File: config.mk
export PLATFORM = sky130hd
export DESIGN_NAME = stopwatch_core
export DESIGN_NICKNAME = d
export VERILOG_FILES = /design/src/rtl/stopwatch_core.sv
export SDC_FILE = /design/constraint.sdc
export NUM_CORES = 1
export LEC_CHECK = 0
export ABC_AREA = 0
export CORE_MARGIN = 2
export CORE_UTILIZATION = 52
export CTS_BUF_LIST = sky130_fd_sc_hd__clkbuf_16
export DETAILED_ROUTE_END_ITERATION = 8
export GPL_ROUTABILITY_DRIVEN = 0
export PLACE_DENSITY = 0.76
export SYNTH_ARGS = -nofsm -noshare
export SYNTH_HDL_FRONTEND = slang
export SYNTH_SLANG_ARGS = --single-unit
export TNS_END_PERCENT = 20
File: constraint.sdc
create_clock -name clk -period 2.8 [get_ports clk]
set_clock_uncertainty 0.2 [all_clocks]
set_input_delay 0.84 -clock clk [delete_from_list [all_inputs] [get_ports clk]]
set_output_delay 0.84 -clock clk [all_outputs]
set_load 0.01 [all_outputs]
File: src/rtl/stopwatch_core.sv
// stopwatch_core: edge-detected tick counting into a 4-digit BCD time value,
// with a start/pause/clear state machine and a lap (display hold) function.
module stopwatch_core #(
  parameter int TICKS_PER_COUNT = 1,
  parameter bit MODE_MMSS       = 1'b1
) (
  input  logic       clk,
  input  logic       reset,
  input  logic       tick_in,
  input  logic       start_stop,
  input  logic       clear,
  input  logic       lap,
  output logic [3:0] digit3,
  output logic [3:0] digit2,
  output logic [3:0] digit1,
  output logic [3:0] digit0,
  output logic       running,
  output logic       lap_held,
  output logic       max_reached
);

  typedef enum logic [1:0] {
    IDLE    = 2'd0,
    RUNNING = 2'd1,
    PAUSED  = 2'd2,
    DONE    = 2'd3
  } state_t;

  // Digit1 is the tens-of-seconds digit in MM:SS mode, hence the lower limit.
  localparam logic [3:0]  D1_MAX    = MODE_MMSS ? 4'd5 : 4'd9;
  localparam logic [15:0] LIMITS    = {4'd9, 4'd9, D1_MAX, 4'd9};
  localparam logic [15:0] MAX_VAL   = LIMITS;
  localparam logic [15:0] PRESC_TOP = 16'(TICKS_PER_COUNT - 1);

  state_t      state_q, state_d;
  logic [15:0] presc_q, presc_d;
  logic [15:0] cnt_q, cnt_d;
  logic [15:0] disp_q, disp_d;
  logic        lap_held_q, lap_held_d;
  logic        running_q, running_d;
  logic        max_reached_q, max_reached_d;

  logic tick_in_q, start_stop_q, clear_q, lap_q;
  logic tick_rise, ss_rise, clr_rise, lap_rise;

  logic [15:0] cnt_inc;
  logic [4:0]  carry;
  logic        count_step;

  // Input history for rising-edge detection; reset high so a level already
  // asserted when reset releases is not mistaken for a press or tick.
  always_ff @(posedge clk) begin
    if (reset) begin
      tick_in_q    <= 1'b1;
      start_stop_q <= 1'b1;
      clear_q      <= 1'b1;
      lap_q        <= 1'b1;
    end else begin
      tick_in_q    <= tick_in;
      start_stop_q <= start_stop;
      clear_q      <= clear;
      lap_q        <= lap;
    end
  end

  assign tick_rise = tick_in    & ~tick_in_q;
  assign ss_rise   = start_stop & ~start_stop_q;
  assign clr_rise  = clear      & ~clear_q;
  assign lap_rise  = lap        & ~lap_q;

  // BCD ripple increment: each digit wraps at its own limit and carries on.
  assign carry[0] = 1'b1;
  generate
    for (genvar gi = 0; gi < 4; gi++) begin : g_bcd
      logic at_limit;
      assign at_limit = (cnt_q[gi*4 +: 4] == LIMITS[gi*4 +: 4]);
      assign cnt_inc[gi*4 +: 4] = !carry[gi] ? cnt_q[gi*4 +: 4] :
                                  at_limit   ? 4'd0 :
                                               cnt_q[gi*4 +: 4] + 4'd1;
      assign carry[gi+1] = carry[gi] & at_limit;
    end
  endgenerate

  // A tick completes a count only when the prescaler is at its top value.
  assign count_step = tick_rise && (presc_q == PRESC_TOP);

  // Next-state, count, prescaler and lap-hold decisions.
  always_comb begin
    state_d    = state_q;
    presc_d    = presc_q;
    cnt_d      = cnt_q;
    lap_held_d = lap_held_q;
    case (state_q)
      IDLE: begin
        cnt_d      = '0;
        presc_d    = '0;
        lap_held_d = 1'b0;
        // clear beats start when both rise together
        if (!clr_rise && ss_rise) state_d = RUNNING;
      end
      RUNNING: begin
        if (clr_rise) begin
          state_d    = IDLE;
          cnt_d      = '0;
          presc_d    = '0;
          lap_held_d = 1'b0;
        end else begin
          if (tick_rise) begin
            if (count_step) begin
              presc_d = '0;
              cnt_d   = cnt_inc;
            end else begin
              presc_d = presc_q + 16'd1;
            end
          end
          if (count_step && (cnt_inc == MAX_VAL)) begin
            state_d    = DONE;
            lap_held_d = 1'b0;
          end else begin
            if (ss_rise)  state_d    = PAUSED;
            if (lap_rise) lap_held_d = ~lap_held_q;
          end
        end
      end
      PAUSED: begin
        if (clr_rise) begin
          state_d    = IDLE;
          cnt_d      = '0;
          presc_d    = '0;
          lap_held_d = 1'b0;
        end else begin
          if (ss_rise) state_d = RUNNING;
          // a paused lap press can only release a hold, never take one
          if (lap_rise && lap_held_q) lap_held_d = 1'b0;
        end
      end
      DONE: begin
        lap_held_d = 1'b0;
        if (clr_rise) begin
          state_d = IDLE;
          cnt_d   = '0;
          presc_d = '0;
        end
      end
      default: begin
        state_d    = IDLE;
        cnt_d      = '0;
        presc_d    = '0;
        lap_held_d = 1'b0;
      end
    endcase
  end

  // Display holds only while a hold persists; a new hold latches the
  // (possibly just incremented) live count, otherwise it tracks live.
  always_comb begin
    disp_d        = (lap_held_d && lap_held_q) ? disp_q : cnt_d;
    running_d     = (state_d == RUNNING);
    max_reached_d = (state_d == DONE);
  end

  // State and datapath registers.
  always_ff @(posedge clk) begin
    if (reset) begin
      state_q       <= IDLE;
      presc_q       <= '0;
      cnt_q         <= '0;
      disp_q        <= '0;
      lap_held_q    <= 1'b0;
      running_q     <= 1'b0;
      max_reached_q <= 1'b0;
    end else begin
      state_q       <= state_d;
      presc_q       <= presc_d;
      cnt_q         <= cnt_d;
      disp_q        <= disp_d;
      lap_held_q    <= lap_held_d;
      running_q     <= running_d;
      max_reached_q <= max_reached_d;
    end
  end

  assign digit3      = disp_q[15:12];
  assign digit2      = disp_q[11:8];
  assign digit1      = disp_q[7:4];
  assign digit0      = disp_q[3:0];
  assign running     = running_q;
  assign lap_held    = lap_held_q;
  assign max_reached = max_reached_q;

endmodule

==> results list <==
- Maximum number of buffers from clock root to sink: 2
- In this run, the number of DRC markers left after iteration 0 of detailed routing was 413.
* Total internal power: 1.81 mW
* Rows: 27
- The number of nets handed over by synthesis was 357.
- Data arrives at the worst endpoint at 2780 ps.
- During synthesis, Yosys emitted a total of 0 warnings.
* Most common library cell in the layout ignoring fill and taps: dfxtp_1
- At the pin with the least slew margin, the transition time is 513 ps.
- TritonCTS clock tree: yes
- In the final routed layout, each cell accounts on average for 17.1 µm.
- Die area: 6330 µm²
- After detailed routing, the total wire length is 8390 µm.
* Switching Fraction: 19.7%
- Pins Over Slew Limit: 0
- Clock power frac: 59.2%
* Cts bufs inserted: 9
- Counting the fill cells in the layout gives 394.
* Sequential area share after synthesis: 38.4%
- Yosys mapped a number of flops with a built-in enable equal to 0.
* Final Hold Slack: 280 ps
- Via count of the first global-routing pass: 2841
- On the critical path, the stage with the largest delay is an instance of clkdlybuf4s50_1.
- For this design the top-level I/O count stands at 25.
* Post-CTS setup buffer count: 0
- Area grow syn2layout: 37.6%
- Max_cap viols: 0
- Chip height: 79.6 µm
* Cell taking the most area after synthesis: dfxtp_1
- Sum Neg Setup Slack: 0 ps
- GR met3 Demand/Resource: 4.98%
* Largest net degree at the start of global routing: 25
- After synthesis the cells add up to 2970 µm².
- Unrepaired setup endpoints after global routing: true
- Crit-path max cell delay: 420 ps
- The analysis attributes to net switching a power of 0.444 mW.
- Kind of end point of the critical path: flop
- Crit Path Category: in2reg
- Area contributors post-synth: dfxtp_1, nor2_1, nor2b_1, nand2_1, a21oi_1
* Width of the chip: 79.6 µm
- STA classifies the critical path startpoint as an input port.
- For the worst setup path, the data required time is 2820 ps.
- Number of synthesized register bits: 57
- The number of antenna violations at the first check in global routing came to 0.
- Vias per inst: 6.04
- Final count of hold timing violations: 0
- In the routed design, unresolved DRC markers number 0.
- For this run, global-route usage on met1 was measured as 36.3%.
- Main synth FF type: dfxtp_1
- Port bufs: 24
* Share of the synthesized area in the top cell type: 38.4%
- Vias: 2971
- For this design the static power due to leakage is 1.58 nW.
- Clock tree synthesis selected as its root buffer the cell clkbuf_16.
- Critical hold path startpoint: disp_q[12]$_SDFFE_PP0N_
- Total global routing track utilization: 27.7%
- The worst register-to-register path has a depth of 6.
- The global routing stage identified its most utilized layer as met2.
- The H-tree generated during clock tree synthesis spans 3 levels.
- Met2 track demand over resource: 43.7%
- Final setup violation count: 0
- Once placement completed, the tool counted placed cells totaling 475.
- Final layout net count: 424
- Dividing the synthesized area by the synthesized cell count gives 8.53 µm².
- Counting instances, the worst hold path has a depth of 2.
- Instance count of the mapped netlist: 348
- In this run the power density over the cells is 551 nW/µm².
- Power comes to 2.25 mW.
* Launch instance of the worst register-to-register path: cnt_q[11]$_SDFF_PP0_
- The HPWL after detailed placement is 5510 µm.
- Number of optimization iterations in the first detailed-route pass: 6
- The total overflow left after global routing is 0.
- After clock tree synthesis, the flow added hold-fix buffers numbering 0.
- The signal on the critical path passes through clkdlybuf4s50_1 -> nand2b_1 -> ha_4 -> and4_4 -> nor4_4 -> buf_4 -> a31oi_4 -> buf_12 -> a211oi_1 -> or3_1.
- Reg power frac: 36.4%
- The worst path uses 98.7% of the clock period.
- For the finished layout, the period the worst path requires is 2760 ps.
* Fmax: 362 MHz
- Of all nets on the critical path, the largest fanout is 7.
* Effective utilization at floorplan: 53.9%
- The worst-case IR drop observed on VDD is 0.399 mV.
* Share of synthesized flip-flops with an asynchronous set or reset: 0%
* Placeable core region: 5510 µm²
- The run finished with clean final reports.
* Number of distinct library cells after synthesis: 59
- The finished layout holds 492 standard cells, fillers aside.
* Fraction of final layout cells sized beyond drive strength 1: 22.6%
* Wire length of the first global-routing pass: 13500 µm
- Worst rel slew slack: 65.5%
- At the end of the flow the core is filled with cells to 74.2%.
- Worst Hold End: disp_q[12]$_SDFFE_PP0N_
- Final antenna-violating net count: 0
* Slack of the worst reg-to-reg path: 70 ps
- Worst min path class: reg2reg
- Buf/Inv on CP: 3
- Antenna Cells: 0
- Clock input transition at the sequential cells of the worst setup and hold paths: 50 ps
- Clock tree synthesis found a total of 57 sinks.
* Skew-Pair Late Insertion Delay: 340 ps
- Of the total power, combinational logic draws 4.4%.
* Kind of cell adding the most delay to the critical path: buffers and inverters
* Worst reg2reg endpoint: disp_q[11]$_SDFFE_PP0N_
* Highest-count cells in the layout ignoring fill and taps: dfxtp_1, buf_4, nor2_1, nand2_1, clkdlybuf4s50_1
per-stage QoR:
step,instance area [µm²],setup WS [ps]
floorplan,2970,84.7
global placement,3600,-361
detailed placement,3600,-415
CTS,3960,-24.0
global route,4090,-8.48
finish,4090,37.8
per-layer routing:
layer,part of all wire [%],vias up
met5,0,-
met4,2.6,0
met3,6.0,24
met2,46,122
met1,45,1408
li1,-,1417
cells by family after synthesis:
kind of cell	count (synthesis)	share of synthesized area, %
multiplexers	8	2.95
XOR/XNOR	14	4.13
buffers and inverters	32	4.42
flip-flops	57	38.4
adder cells (fa/ha/maj)	3	1.26
AO/OA/AOI/OAI	76	18.3
AND/OR/NAND/NOR	158	30.5
how the worst max path moves through the flow:
stage / slack, ps / to / start / cells after the start
after global routing: -8 / disp_q[11]$_SDFFE_PP0N_ / lap / 10
final: 40 / disp_q[11]$_SDFFE_PP0N_ / lap / 10
after CTS: -20 / disp_q[11]$_SDFFE_PP0N_ / lap / 9
after global placement: -360 / disp_q[15]$_SDFFE_PP0N_ / clear / 9
after floorplan: 80 / disp_q[11]$_SDFFE_PP0N_ / cnt_q[5]$_SDFF_PP0_ / 7
after detailed placement: -420 / disp_q[11]$_SDFFE_PP0N_ / lap / 9
worst min-delay path: stages, from the launching register on:
cell and delay [ps]:
dfxtp_1 310, nand2_1 60, a21oi_1 60
cells in the mapped netlist, drive strengths merged (5+ instances only):
library cell and count:
xnor2 5, nand2 26, a21oi 17, nor3 7, nor3b 5, inv 15, nand2b 8, nor4 14
xor2 9, nand4 13, clkbuf 13, and3 6, nor2 28, a21o 6, nand3 14, a31oi 7
dfxtp 57, o21ai 14, nor2b 16, mux2 6
power groups by stage:
stage          combinational (mW)  sequential [mW]  clock (mW)
2_1_floorplan              0.0441            0.837           0
3_3_place_gp               0.0877            0.836           0
3_5_place_dp               0.0888            0.837           0
4_1_cts                    0.0906            0.820        1.34
5_1_grt                     0.105            0.820        1.38
6_report                   0.0982            0.820        1.33
state kept, by name (all words and copies together) (netlist names):
signal / flops
cnt_q: 16
disp_q: 16
presc_q: 16
state_q: 2
clear_q: 1
lap_held: 1
lap_q: 1
max_reached: 1
running: 1
start_stop_q: 1
tick_in_q: 1
layout make-up:
cell class / instances / area (µm²) / share of cell area [%]
Clock buffer: 9 / 225 / 5.51
Clock inverter: 7 / 133 / 3.25
Inverter: 15 / 56.3 / 1.38
Multi-Input combinational cell: 259 / 1800 / 43.9
Sequential cell: 57 / 1140 / 28.0
Tap cell: 72 / 90.1 / 2.20
Timing Repair Buffer: 73 / 644 / 15.8
timing repair:
item                       in CTS  in global routing
hold endpoints to repair        0                  0
pin swaps                       0                  4
gates resized for setup         2                 21
gates cloned                    0                  1
setup endpoints to repair       8                 20
Note: power is estimated with default switching activity, not from simulation.
